<file path="config.mk">
export PLATFORM = sky130hd
export DESIGN_NAME = rs_issue_select_flat
export DESIGN_NICKNAME = d
export VERILOG_FILES = /design/src/rtl/rs_issue_select_if.sv /design/src/rtl/rs_issue_select.sv /design/src/flat_wrapper.sv
export SDC_FILE = /design/constraint.sdc
export NUM_CORES = 1
export LEC_CHECK = 0
export CAP_MARGIN = 25
export CORE_MARGIN = 5
export CORE_UTILIZATION = 51
export DETAILED_ROUTE_END_ITERATION = 10
export PLACE_DENSITY = 0.88
export SETUP_SLACK_MARGIN = 0.15
export SLEW_MARGIN = 10
export SYNTH_ARGS = -nofsm -noshare
export SYNTH_HDL_FRONTEND = slang
export SYNTH_SLANG_ARGS = --single-unit
</file>
<file path="constraint.sdc">
create_clock -name clk -period 3.34 [get_ports clk]
set_input_delay 0.668 -clock clk [delete_from_list [all_inputs] [get_ports clk]]
set_output_delay 0.668 -clock clk [all_outputs]
set_load 0.02 [all_outputs]
</file>
<file path="src/rtl/rs_issue_select_if.sv">
// Dispatch, CDB snoop and issue handshake bundle for one reservation-station bank.
interface rs_issue_select_if #(
  parameter int DEPTH = 4,
  parameter int OPW   = 4,
  parameter int TAGW  = 5,
  parameter int XLEN  = 32
);
  localparam int IW = $clog2(DEPTH);

  logic            disp_valid;
  logic            disp_ready;
  logic [OPW-1:0]  disp_op;
  logic [TAGW-1:0] disp_dest;
  logic [TAGW-1:0] disp_q1;
  logic [XLEN-1:0] disp_v1;
  logic            disp_rdy1;
  logic [TAGW-1:0] disp_q2;
  logic [XLEN-1:0] disp_v2;
  logic            disp_rdy2;

  logic            cdb_valid;
  logic [TAGW-1:0] cdb_tag;
  logic [XLEN-1:0] cdb_data;

  logic            iss_valid;
  logic            iss_ready;
  logic [OPW-1:0]  iss_op;
  logic [TAGW-1:0] iss_dest;
  logic [XLEN-1:0] iss_src1;
  logic [XLEN-1:0] iss_src2;

  logic [IW:0]     occupancy;

  modport master (
    output disp_valid, disp_op, disp_dest, disp_q1, disp_v1, disp_rdy1,
           disp_q2, disp_v2, disp_rdy2, cdb_valid, cdb_tag, cdb_data, iss_ready,
    input  disp_ready, iss_valid, iss_op, iss_dest, iss_src1, iss_src2, occupancy
  );

  modport slave (
    input  disp_valid, disp_op, disp_dest, disp_q1, disp_v1, disp_rdy1,
           disp_q2, disp_v2, disp_rdy2, cdb_valid, cdb_tag, cdb_data, iss_ready,
    output disp_ready, iss_valid, iss_op, iss_dest, iss_src1, iss_src2, occupancy
  );
endinterface

</file>
<file path="src/rtl/rs_issue_select.sv">
// Reservation-station bank: dispatch into free entries, CDB operand wakeup,
// lowest-index ready select with a stable hold under functional-unit backpressure.
//
// state  | meaning
// SELECT | present the lowest-index eligible entry (if any)
// HOLD   | FU stalled; keep presenting entry hold_idx until accepted
module rs_issue_select #(
  parameter int DEPTH = 4,
  parameter int OPW   = 4,
  parameter int TAGW  = 5,
  parameter int XLEN  = 32
) (
  input logic              clk,
  input logic              reset,
  input logic              flush,
  rs_issue_select_if.slave bus
);
  localparam int IW = $clog2(DEPTH);
  localparam logic [0:0] SELECT = 1'b0;
  localparam logic [0:0] HOLD   = 1'b1;

  logic [0:0]       state;
  logic [IW-1:0]    hold_idx;
  logic [DEPTH-1:0] busy;
  logic [DEPTH-1:0] rdy1;
  logic [DEPTH-1:0] rdy2;
  logic [OPW-1:0]   op_q   [DEPTH];
  logic [TAGW-1:0]  dest_q [DEPTH];
  logic [TAGW-1:0]  q1     [DEPTH];
  logic [TAGW-1:0]  q2     [DEPTH];
  logic [XLEN-1:0]  v1     [DEPTH];
  logic [XLEN-1:0]  v2     [DEPTH];

  logic [DEPTH-1:0] elig;
  logic [IW-1:0]    sel;
  logic [IW-1:0]    alloc_idx;
  logic [IW-1:0]    cur_idx;
  logic [IW:0]      occ;
  logic             any_elig;
  logic             iss_valid_w;
  logic             iss_fire;
  logic             disp_fire;
  logic             full;
  logic [DEPTH-1:0] clr_mask;
  logic [DEPTH-1:0] set_mask;
  logic             d_rdy1;
  logic             d_rdy2;
  logic [XLEN-1:0]  d_v1;
  logic [XLEN-1:0]  d_v2;

  assign elig = busy & rdy1 & rdy2;

  // Descending scan so the last hit is the lowest index.
  always_comb begin
    sel       = '0;
    any_elig  = 1'b0;
    alloc_idx = '0;
    occ       = '0;
    for (int i = DEPTH - 1; i >= 0; i--) begin
      if (elig[i]) begin
        sel      = IW'(i);
        any_elig = 1'b1;
      end
      if (!busy[i]) alloc_idx = IW'(i);
      occ = occ + (IW+1)'(busy[i]);
    end
  end

  assign full        = &busy;
  assign cur_idx     = (state == HOLD) ? hold_idx : sel;
  assign iss_valid_w = (state == HOLD) | any_elig;
  assign iss_fire    = iss_valid_w & bus.iss_ready;
  assign disp_fire   = bus.disp_valid & ~full;
  assign clr_mask    = iss_fire  ? (DEPTH'(1) << cur_idx)   : '0;
  assign set_mask    = disp_fire ? (DEPTH'(1) << alloc_idx) : '0;

  // A dispatch can catch the broadcast of its own producer in the same cycle.
  assign d_rdy1 = bus.disp_rdy1 | (bus.cdb_valid & (bus.disp_q1 == bus.cdb_tag));
  assign d_rdy2 = bus.disp_rdy2 | (bus.cdb_valid & (bus.disp_q2 == bus.cdb_tag));
  assign d_v1   = bus.disp_rdy1 ? bus.disp_v1 : bus.cdb_data;
  assign d_v2   = bus.disp_rdy2 ? bus.disp_v2 : bus.cdb_data;

  assign bus.disp_ready = ~full;
  assign bus.occupancy  = occ;
  assign bus.iss_valid  = iss_valid_w;
  assign bus.iss_op     = iss_valid_w ? op_q[cur_idx]   : '0;
  assign bus.iss_dest   = iss_valid_w ? dest_q[cur_idx] : '0;
  assign bus.iss_src1   = iss_valid_w ? v1[cur_idx]     : '0;
  assign bus.iss_src2   = iss_valid_w ? v2[cur_idx]     : '0;

  always_ff @(posedge clk or negedge reset) begin
    if (!reset) begin
      busy     <= '0;
      state    <= SELECT;
      hold_idx <= '0;
    end else if (flush) begin
      busy  <= '0;
      state <= SELECT;
    end else begin
      busy <= (busy & ~clr_mask) | set_mask;
      case (state)
        SELECT: if (iss_valid_w && !bus.iss_ready) begin
          state    <= HOLD;
          hold_idx <= sel;
        end
        HOLD:    if (bus.iss_ready) state <= SELECT;
        default: state <= SELECT;
      endcase
    end
  end

  // Payload and readiness need no reset: busy gates every use of them.
  always_ff @(posedge clk) begin
    for (int i = 0; i < DEPTH; i++) begin
      if (set_mask[i]) begin
        op_q[i]   <= bus.disp_op;
        dest_q[i] <= bus.disp_dest;
        q1[i]     <= bus.disp_q1;
        q2[i]     <= bus.disp_q2;
        rdy1[i]   <= d_rdy1;
        rdy2[i]   <= d_rdy2;
        v1[i]     <= d_v1;
        v2[i]     <= d_v2;
      end else if (busy[i] && bus.cdb_valid) begin
        if (!rdy1[i] && q1[i] == bus.cdb_tag) begin
          rdy1[i] <= 1'b1;
          v1[i]   <= bus.cdb_data;
        end
        if (!rdy2[i] && q2[i] == bus.cdb_tag) begin
          rdy2[i] <= 1'b1;
          v2[i]   <= bus.cdb_data;
        end
      end
    end
  end
endmodule

</file>
<file path="src/flat_wrapper.sv">
// flat-port wrapper written by rule: the top's interface ports become plain ports
module rs_issue_select_flat 
#(
  parameter int DEPTH = 4,
  parameter int OPW   = 4,
  parameter int TAGW  = 5,
  parameter int XLEN  = 32
)
  (clk, reset, flush, bus_disp_valid, bus_disp_op, bus_disp_dest, bus_disp_q1, bus_disp_v1, bus_disp_rdy1, bus_disp_q2, bus_disp_v2, bus_disp_rdy2, bus_cdb_valid, bus_cdb_tag, bus_cdb_data, bus_iss_ready, bus_disp_ready, bus_iss_valid, bus_iss_op, bus_iss_dest, bus_iss_src1, bus_iss_src2, bus_occupancy);
  rs_issue_select_if #(.DEPTH(DEPTH), .OPW(OPW), .TAGW(TAGW), .XLEN(XLEN)) bus_i ();
  input logic clk;
  input logic reset;
  input logic flush;
  input wire logic [$bits(bus_i.disp_valid)-1:0] bus_disp_valid;
  input wire logic [$bits(bus_i.disp_op)-1:0] bus_disp_op;
  input wire logic [$bits(bus_i.disp_dest)-1:0] bus_disp_dest;
  input wire logic [$bits(bus_i.disp_q1)-1:0] bus_disp_q1;
  input wire logic [$bits(bus_i.disp_v1)-1:0] bus_disp_v1;
  input wire logic [$bits(bus_i.disp_rdy1)-1:0] bus_disp_rdy1;
  input wire logic [$bits(bus_i.disp_q2)-1:0] bus_disp_q2;
  input wire logic [$bits(bus_i.disp_v2)-1:0] bus_disp_v2;
  input wire logic [$bits(bus_i.disp_rdy2)-1:0] bus_disp_rdy2;
  input wire logic [$bits(bus_i.cdb_valid)-1:0] bus_cdb_valid;
  input wire logic [$bits(bus_i.cdb_tag)-1:0] bus_cdb_tag;
  input wire logic [$bits(bus_i.cdb_data)-1:0] bus_cdb_data;
  input wire logic [$bits(bus_i.iss_ready)-1:0] bus_iss_ready;
  output wire logic [$bits(bus_i.disp_ready)-1:0] bus_disp_ready;
  output wire logic [$bits(bus_i.iss_valid)-1:0] bus_iss_valid;
  output wire logic [$bits(bus_i.iss_op)-1:0] bus_iss_op;
  output wire logic [$bits(bus_i.iss_dest)-1:0] bus_iss_dest;
  output wire logic [$bits(bus_i.iss_src1)-1:0] bus_iss_src1;
  output wire logic [$bits(bus_i.iss_src2)-1:0] bus_iss_src2;
  output wire logic [$bits(bus_i.occupancy)-1:0] bus_occupancy;
  assign bus_i.disp_valid = bus_disp_valid;
  assign bus_i.disp_op = bus_disp_op;
  assign bus_i.disp_dest = bus_disp_dest;
  assign bus_i.disp_q1 = bus_disp_q1;
  assign bus_i.disp_v1 = bus_disp_v1;
  assign bus_i.disp_rdy1 = bus_disp_rdy1;
  assign bus_i.disp_q2 = bus_disp_q2;
  assign bus_i.disp_v2 = bus_disp_v2;
  assign bus_i.disp_rdy2 = bus_disp_rdy2;
  assign bus_i.cdb_valid = bus_cdb_valid;
  assign bus_i.cdb_tag = bus_cdb_tag;
  assign bus_i.cdb_data = bus_cdb_data;
  assign bus_i.iss_ready = bus_iss_ready;
  assign bus_disp_ready = bus_i.disp_ready;
  assign bus_iss_valid = bus_i.iss_valid;
  assign bus_iss_op = bus_i.iss_op;
  assign bus_iss_dest = bus_i.iss_dest;
  assign bus_iss_src1 = bus_i.iss_src1;
  assign bus_iss_src2 = bus_i.iss_src2;
  assign bus_occupancy = bus_i.occupancy;
  rs_issue_select #(.DEPTH(DEPTH), .OPW(OPW), .TAGW(TAGW), .XLEN(XLEN)) u_core (.clk(clk), .reset(reset), .flush(flush), .bus(bus_i));
endmodule
</file>
Word level (Yosys, flattened, before mapping)
Memories as Yosys holds them, arrays and structs flattened.
Index checks and enable logic that the tools add are counted.
{ "word_totals": {"elab_cells": 197, "memories": 6, "ram_bits": 332, "latch_bits": 0, "reg_bits": 15, "rom_bits": 0, "out_inout_bits": 78, "in_bits": 128} }
{ "mem_list": {"columns": ["memory", "words", "width", "read_ports", "rd_clocked_by_memory_dff", "wr", "line", "rtl"], "rows": [
  ["u_core.v1", 4, 32, 1, 0, 4, "rs_issue_select.sv:31", "logic [XLEN-1:0] v1 [DEPTH];"],
  ["u_core.v2", 4, 32, 1, 0, 4, "rs_issue_select.sv:32", "logic [XLEN-1:0] v2 [DEPTH];"],
  ["u_core.dest_q", 4, 5, 1, 0, 4, "rs_issue_select.sv:28", "logic [TAGW-1:0] dest_q [DEPTH];"],
  ["u_core.q1", 4, 5, 4, 0, 4, "rs_issue_select.sv:29", "logic [TAGW-1:0] q1 [DEPTH];"],
  ["u_core.q2", 4, 5, 4, 0, 4, "rs_issue_select.sv:30", "logic [TAGW-1:0] q2 [DEPTH];"],
  ["u_core.op_q", 4, 4, 1, 0, 4, "rs_issue_select.sv:27", "logic [OPW-1:0] op_q [DEPTH];"]
]} }
{ "op_classes": {"order_cmp": 0, "n_shift": 2, "mul": 0, "n_div": 0, "n_mux": 98, "n_eq_ne": 10, "n_bitwise": 23, "n_reduce_logical": 44, "n_addsub": 3} }
{ "ops": {"columns": ["operator", "n"], "rows": [
  ["32-bit 2-to-1 mux", 12],
  ["1-bit 2-to-1 mux", 71],
  ["5-bit equality test", 10],
  ["2-bit nonzero test", 12],
  ["2-bit 2-to-1 mux", 9],
  ["4-bit 2-to-1 mux", 4],
  ["2-bit AND reduction", 8],
  ["1-bit logical AND", 13],
  ["4-bit AND", 3],
  ["1-bit bitwise OR", 11],
  ["1-bit zero test", 9],
  ["1-bit by 2-bit left shift with 4-bit output, first input constant", 2],
  ["3-bit by 1-bit adder with 3-bit output", 2],
  ["5-bit 2-to-1 mux", 1],
  ["1-bit AND", 4],
  ["4-bit inverter", 1],
  ["4-bit bitwise OR", 1],
  ["4-bit AND reduction", 1],
  ["1-bit inverter", 3],
  ["3-bit AND reduction", 1],
  ["1-bit by 1-bit adder with 2-bit output", 1],
  ["1-bit case mux with 2 select lines", 1]
]} }

Logic depth before layout (Yosys ltp)
{ "depth": {"depth_word": 13, "depth_mapped": 8, "ltp_nobuf": 6} }

Worst setup path before layout
Ideal clock, no wire load.
{ "synth_timing": {"path_kind": "register to register", "start": "register u_core.busy[2]", "end": "memory u_core.v1[2][0] (enable)", "setup_ns": 0.466, "period_less_slack_ns": 3.677, "t_required_ns": 2.874, "path_buffers": 0, "path_slack_ns": -0.337, "path_stages_with_launch": 4, "arrival_time_ns": 3.212, "path_cell_list": "dfrtp_1 > ha_1 > nand4b_1 > o21ai_0"} }
{ "synth_rtl": {"columns": ["item", "line", "rtl"], "rows": [
  ["start, declared", "rs_issue_select.sv:24", "logic [DEPTH-1:0] busy;"],
  ["start signal, assigned", "rs_issue_select.sv:100", "busy <= (busy & ~clr_mask) | set_mask;"],
  ["end, declared", "rs_issue_select.sv:31", null]
]} }

Worst setup path in the final report
{ "layout_timing": {"start": "register u_core.busy[1]", "end": "output port bus_iss_src2[9]"} }
{ "layout_between": {"elab_chain_len": 7, "word_cells_on_any_way": 10, "classes_between": "6 x mux; 3 x bitwise; 1 x memory"} }
{ "layout_rtl": {"columns": ["item", "line", "rtl"], "rows": [
  ["4-bit AND * (2 in a row)", "rs_issue_select.sv:51", "assign elig = busy & rdy1 & rdy2;"],
  ["2-bit 2-to-1 mux (2 in a row)", "rs_issue_select.sv:60", "if (elig[i]) begin"],
  ["2-bit 2-to-1 mux", "rs_issue_select.sv:70", "assign cur_idx = (state == HOLD) ? hold_idx : sel;"],
  ["memory read 4 x 32 bit", null, null],
  ["32-bit 2-to-1 mux *", "rs_issue_select.sv:89", "assign bus.iss_src2 = iss_valid_w ? v2[cur_idx] : '0;"],
  ["end, declared", "flat_wrapper.sv:32", "output wire logic [$bits(bus_i.iss_src2)-1:0] bus_iss_src2;"]
]} }
Every way passes the cells marked *; elsewhere a longest branch is shown, timed or not.

==> results.sh <==
export IMPL_fp_row_count=66
export IMPL_crit_buf_inv=2
export IMPL_crit_cells=6
export IMPL_slowest_delay_ps=440
export IMPL_final_cell_mix="edfxtp_1, mux2_2, mux2i_1"
export IMPL_synth_edff_count=340
export IMPL_hold_path_class="primary input to asynchronous set/reset pin"
export IMPL_final_common_cell="edfxtp_1"
export IMPL_clockRootBuffer="clkbuf_16"
export IMPL_grt_pass1_vias=11100
export IMPL_multi_input_area_mm2=0.00636
export IMPL_crit_fanout=12
export IMPL_drt_pass1_iterations=5
export IMPL_grt_max_degree=45
export IMPL_fin_crit_ps=3210
export IMPL_numCtsBuffers=37
export IMPL_coreArea_mm2=0.0327
export IMPL_slew_headroom_pct=47.1
export IMPL_yosysWarnings=0
export IMPL_total_power_mw=10.6
export IMPL_routed_via_density=5.84
export IMPL_cts_max_path_buffers=3
export IMPL_synth_top_cell_by_area="edfxtp_1"
export IMPL_tritoncts="done"
export IMPL_timing_final_crit_share_pct=96.0
export IMPL_cts_sinks=347
export IMPL_synth_top_area_share_pct=60.2
export IMPL_syn_inst=1039
export IMPL_status="complete, no violations"
export IMPL_dieWidth_um=192
export IMPL_cellPowerDensity_mw_per_mm2=493
export IMPL_io_pins=206
export IMPL_slowest_stage="dfrtp_1"
export IMPL_p_leak_nw=7.64
export IMPL_p_int_mw=8.20
export IMPL_required_ps=2670
export IMPL_cp_top_family="buffers and inverters"
export IMPL_ys_ff_latch=347
export IMPL_irDropWorstVdd_uv=374
export IMPL_seq_area_mm2=0.0104
export IMPL_syn_area_mm2=0.0170
export IMPL_syn2layout_area_growth_pct=26.8
export IMPL_wirelength_mm=43.6
export IMPL_p_switching_mw=2.42
export IMPL_vias=10500
export IMPL_slew_viol_final=0
export IMPL_grt_use_total_pct=22.5
export IMPL_async_reset_ff_share_pct=2.02
export IMPL_clock_skew_final_ps=11.8
export IMPL_synth_area_leaders="edfxtp_1, mux2_2, mux2i_1"
export IMPL_ant_nets=0
export IMPL_yosysSeqAreaShare_pct=61.2
export IMPL_cp_cell_sequence="nand3_2 > and2_2 > mux2_8 > buf_4 > o22ai_1 > clkdlybuf4s15_2"
export IMPL_layout_cells_non_filler=1793
export IMPL_rsz0062_at_grt="yes"
export IMPL_insertion_delay_ps=510
export IMPL_tightest_slew_ps=794
export IMPL_setup_viol=0
export IMPL_synth_nets=1171
export IMPL_post_synth_cell_area_avg_um2=16.3
export IMPL_hold_viol_final=0
export IMPL_combPwrFrac_pct=14.0
export IMPL_die_y_um=192
export IMPL_start_kind="flip-flop"
export IMPL_globalplace_congestion=0.850
export IMPL_drc=0
export IMPL_post_route_util_pct=65.8
export IMPL_cap_violations=0
export IMPL_wl_per_cell_um=24.3
export IMPL_place_hpwl_mm=27.3
export IMPL_switching_share_pct=22.8
export IMPL_seqPwrFrac_pct=47.2
export IMPL_grt_pass1_wl_mm=64.0
export IMPL_arrival_ps=2540
export IMPL_rr_worst_depth=8
export IMPL_portBuffers=205
export IMPL_drt_initial_drc_count=850
export IMPL_start_util_pct=51.9
export IMPL_yosys_most_used_dff="edfxtp_1"
export IMPL_antenna_found_initial=3
export IMPL_clkSlewWorstSetupHoldPaths_ps=60
export IMPL_overflow=0
export IMPL_place_inst=1685
export IMPL_cp_end_kind="output port"
export IMPL_cts_htree_levels=2
export IMPL_synth_distinct_cells=47
export IMPL_fillers=2275
export IMPL_final_layout_size_suffix_gt1_share_pct=38.5
export IMPL_fmax_mhz=312
export IMPL_p_clk_share_pct=38.8
export IMPL_critPathKind="flip-flop to output port"
export IMPL_die_area_mm2=0.0370
export IMPL_fin_nets=1453
[metal layers]
metal,up-vias,GRT usage (%),share of wire [%]
li1,4667,-,-
met1,5285,29.0,40
met2,438,39.4,50
met3,85,3.96,7.1
met4,2,6.36,2.8
met5,-,0,0.025
[worst paths after layout]
kind / end / slack (ps) / start
hold / removal: u_core.busy[1] / 430 / reset
min in group clk: u_core.hold_idx[1] / 700 / u_core.hold_idx[1]
setup reg to reg: u_core.v1[3][0] / 540 / u_core.busy[2]
hold reg to reg: u_core.hold_idx[1] / 700 / u_core.hold_idx[1]
setup / recovery: bus_iss_src2[9] / 130 / u_core.busy[1]
max in group asynchronous: u_core.state / 2630 / reset
[state kept, by name, indices dropped and copies added (netlist names)]
signal,cells
u_core.op_q,16
u_core.q1,20
u_core.busy,4
u_core.hold_idx,2
u_core.state,1
u_core.rdy1,4
u_core.dest_q,20
u_core.q2,20
u_core.rdy2,4
u_core.v2,128
u_core.v1,128
[cells in the mapped netlist, types with 2 or more instances]
cell and count:
a21oi_1 3, a31oi_1 3, and2_1 2, and4b_1 2, buf_1 2, buf_12 6
buf_2 20, buf_4 12, buf_6 8, clkbuf_1 14, dfrtp_1 7, edfxtp_1 340
ha_1 3, inv_1 7, mux2_1 15, mux2_2 182, mux2_4 60, mux2i_1 147
nand2_1 28, nand2_2 2, nand2b_1 2, nand3_1 4, nand4_1 8, nor2_1 3
nor3_1 4, nor4_1 3, o21a_4 2, o21ai_0 5, o21ai_2 2, o22ai_1 73
or4_1 2, or4_4 5, xnor2_1 32, xor2_1 18
[per-stage QoR]
stage | setup slack [ps] | instance area, um^2 | hold slack, ps | setup TNS [ps]
after floorplan | -337 | 17000 | 372 | -21590
after global placement | 42.2 | 20000 | 541 | 0
after detailed placement | 16.6 | 20000 | 550 | 0
after CTS | 19.8 | 21300 | 410 | 0
after global routing | 66.7 | 21500 | 430 | 0
final | 132 | 21500 | 429 | 0
[layout make-up]
cell class | instances | share of cell area (%)
clock buffer | 50 | 4.82
sequential | 347 | 48.3
clock inverter | 17 | 0.855
inverter | 7 | 0.145
tap | 442 | 2.57
timing repair buffer | 304 | 13.8
multi-input combinational | 624 | 29.5
antenna | 2 | 0.0233
[power groups by stage]
stage               Clock, mW  Sequential, mW  Combinational, mW
global route             4.36            5.02               1.56
CTS                      4.17            5.01               1.44
floorplan                   0            5.09              0.807
finish                   4.12            5.01               1.48
detailed placement          0            5.10               1.43
global placement            0            5.09               1.39
[kinds of logic after synthesis]
| kind of cell | after synthesis | share of synthesized area (%) |
|---|---|---|
| fa+ha+maj | 4 | 0.339 |
| xor+xnor | 50 | 2.58 |
| buf+inv | 69 | 2.87 |
| mux | 404 | 27.1 |
| flops | 347 | 61.2 |
| compound gates | 93 | 3.57 |
| simple gates | 72 | 2.39 |
[timing repair]
item / 4_1_cts / 5_1_grt
gates cloned: 3 / 4
gates resized for setup: 230 / 81
pin swaps: 0 / 4
hold endpoints to repair: 0 / 0
hold buffers: 0 / 0
setup buffers: 14 / 18
setup endpoints to repair: 74 / 71
Note: power is estimated with default switching activity, not from simulation.
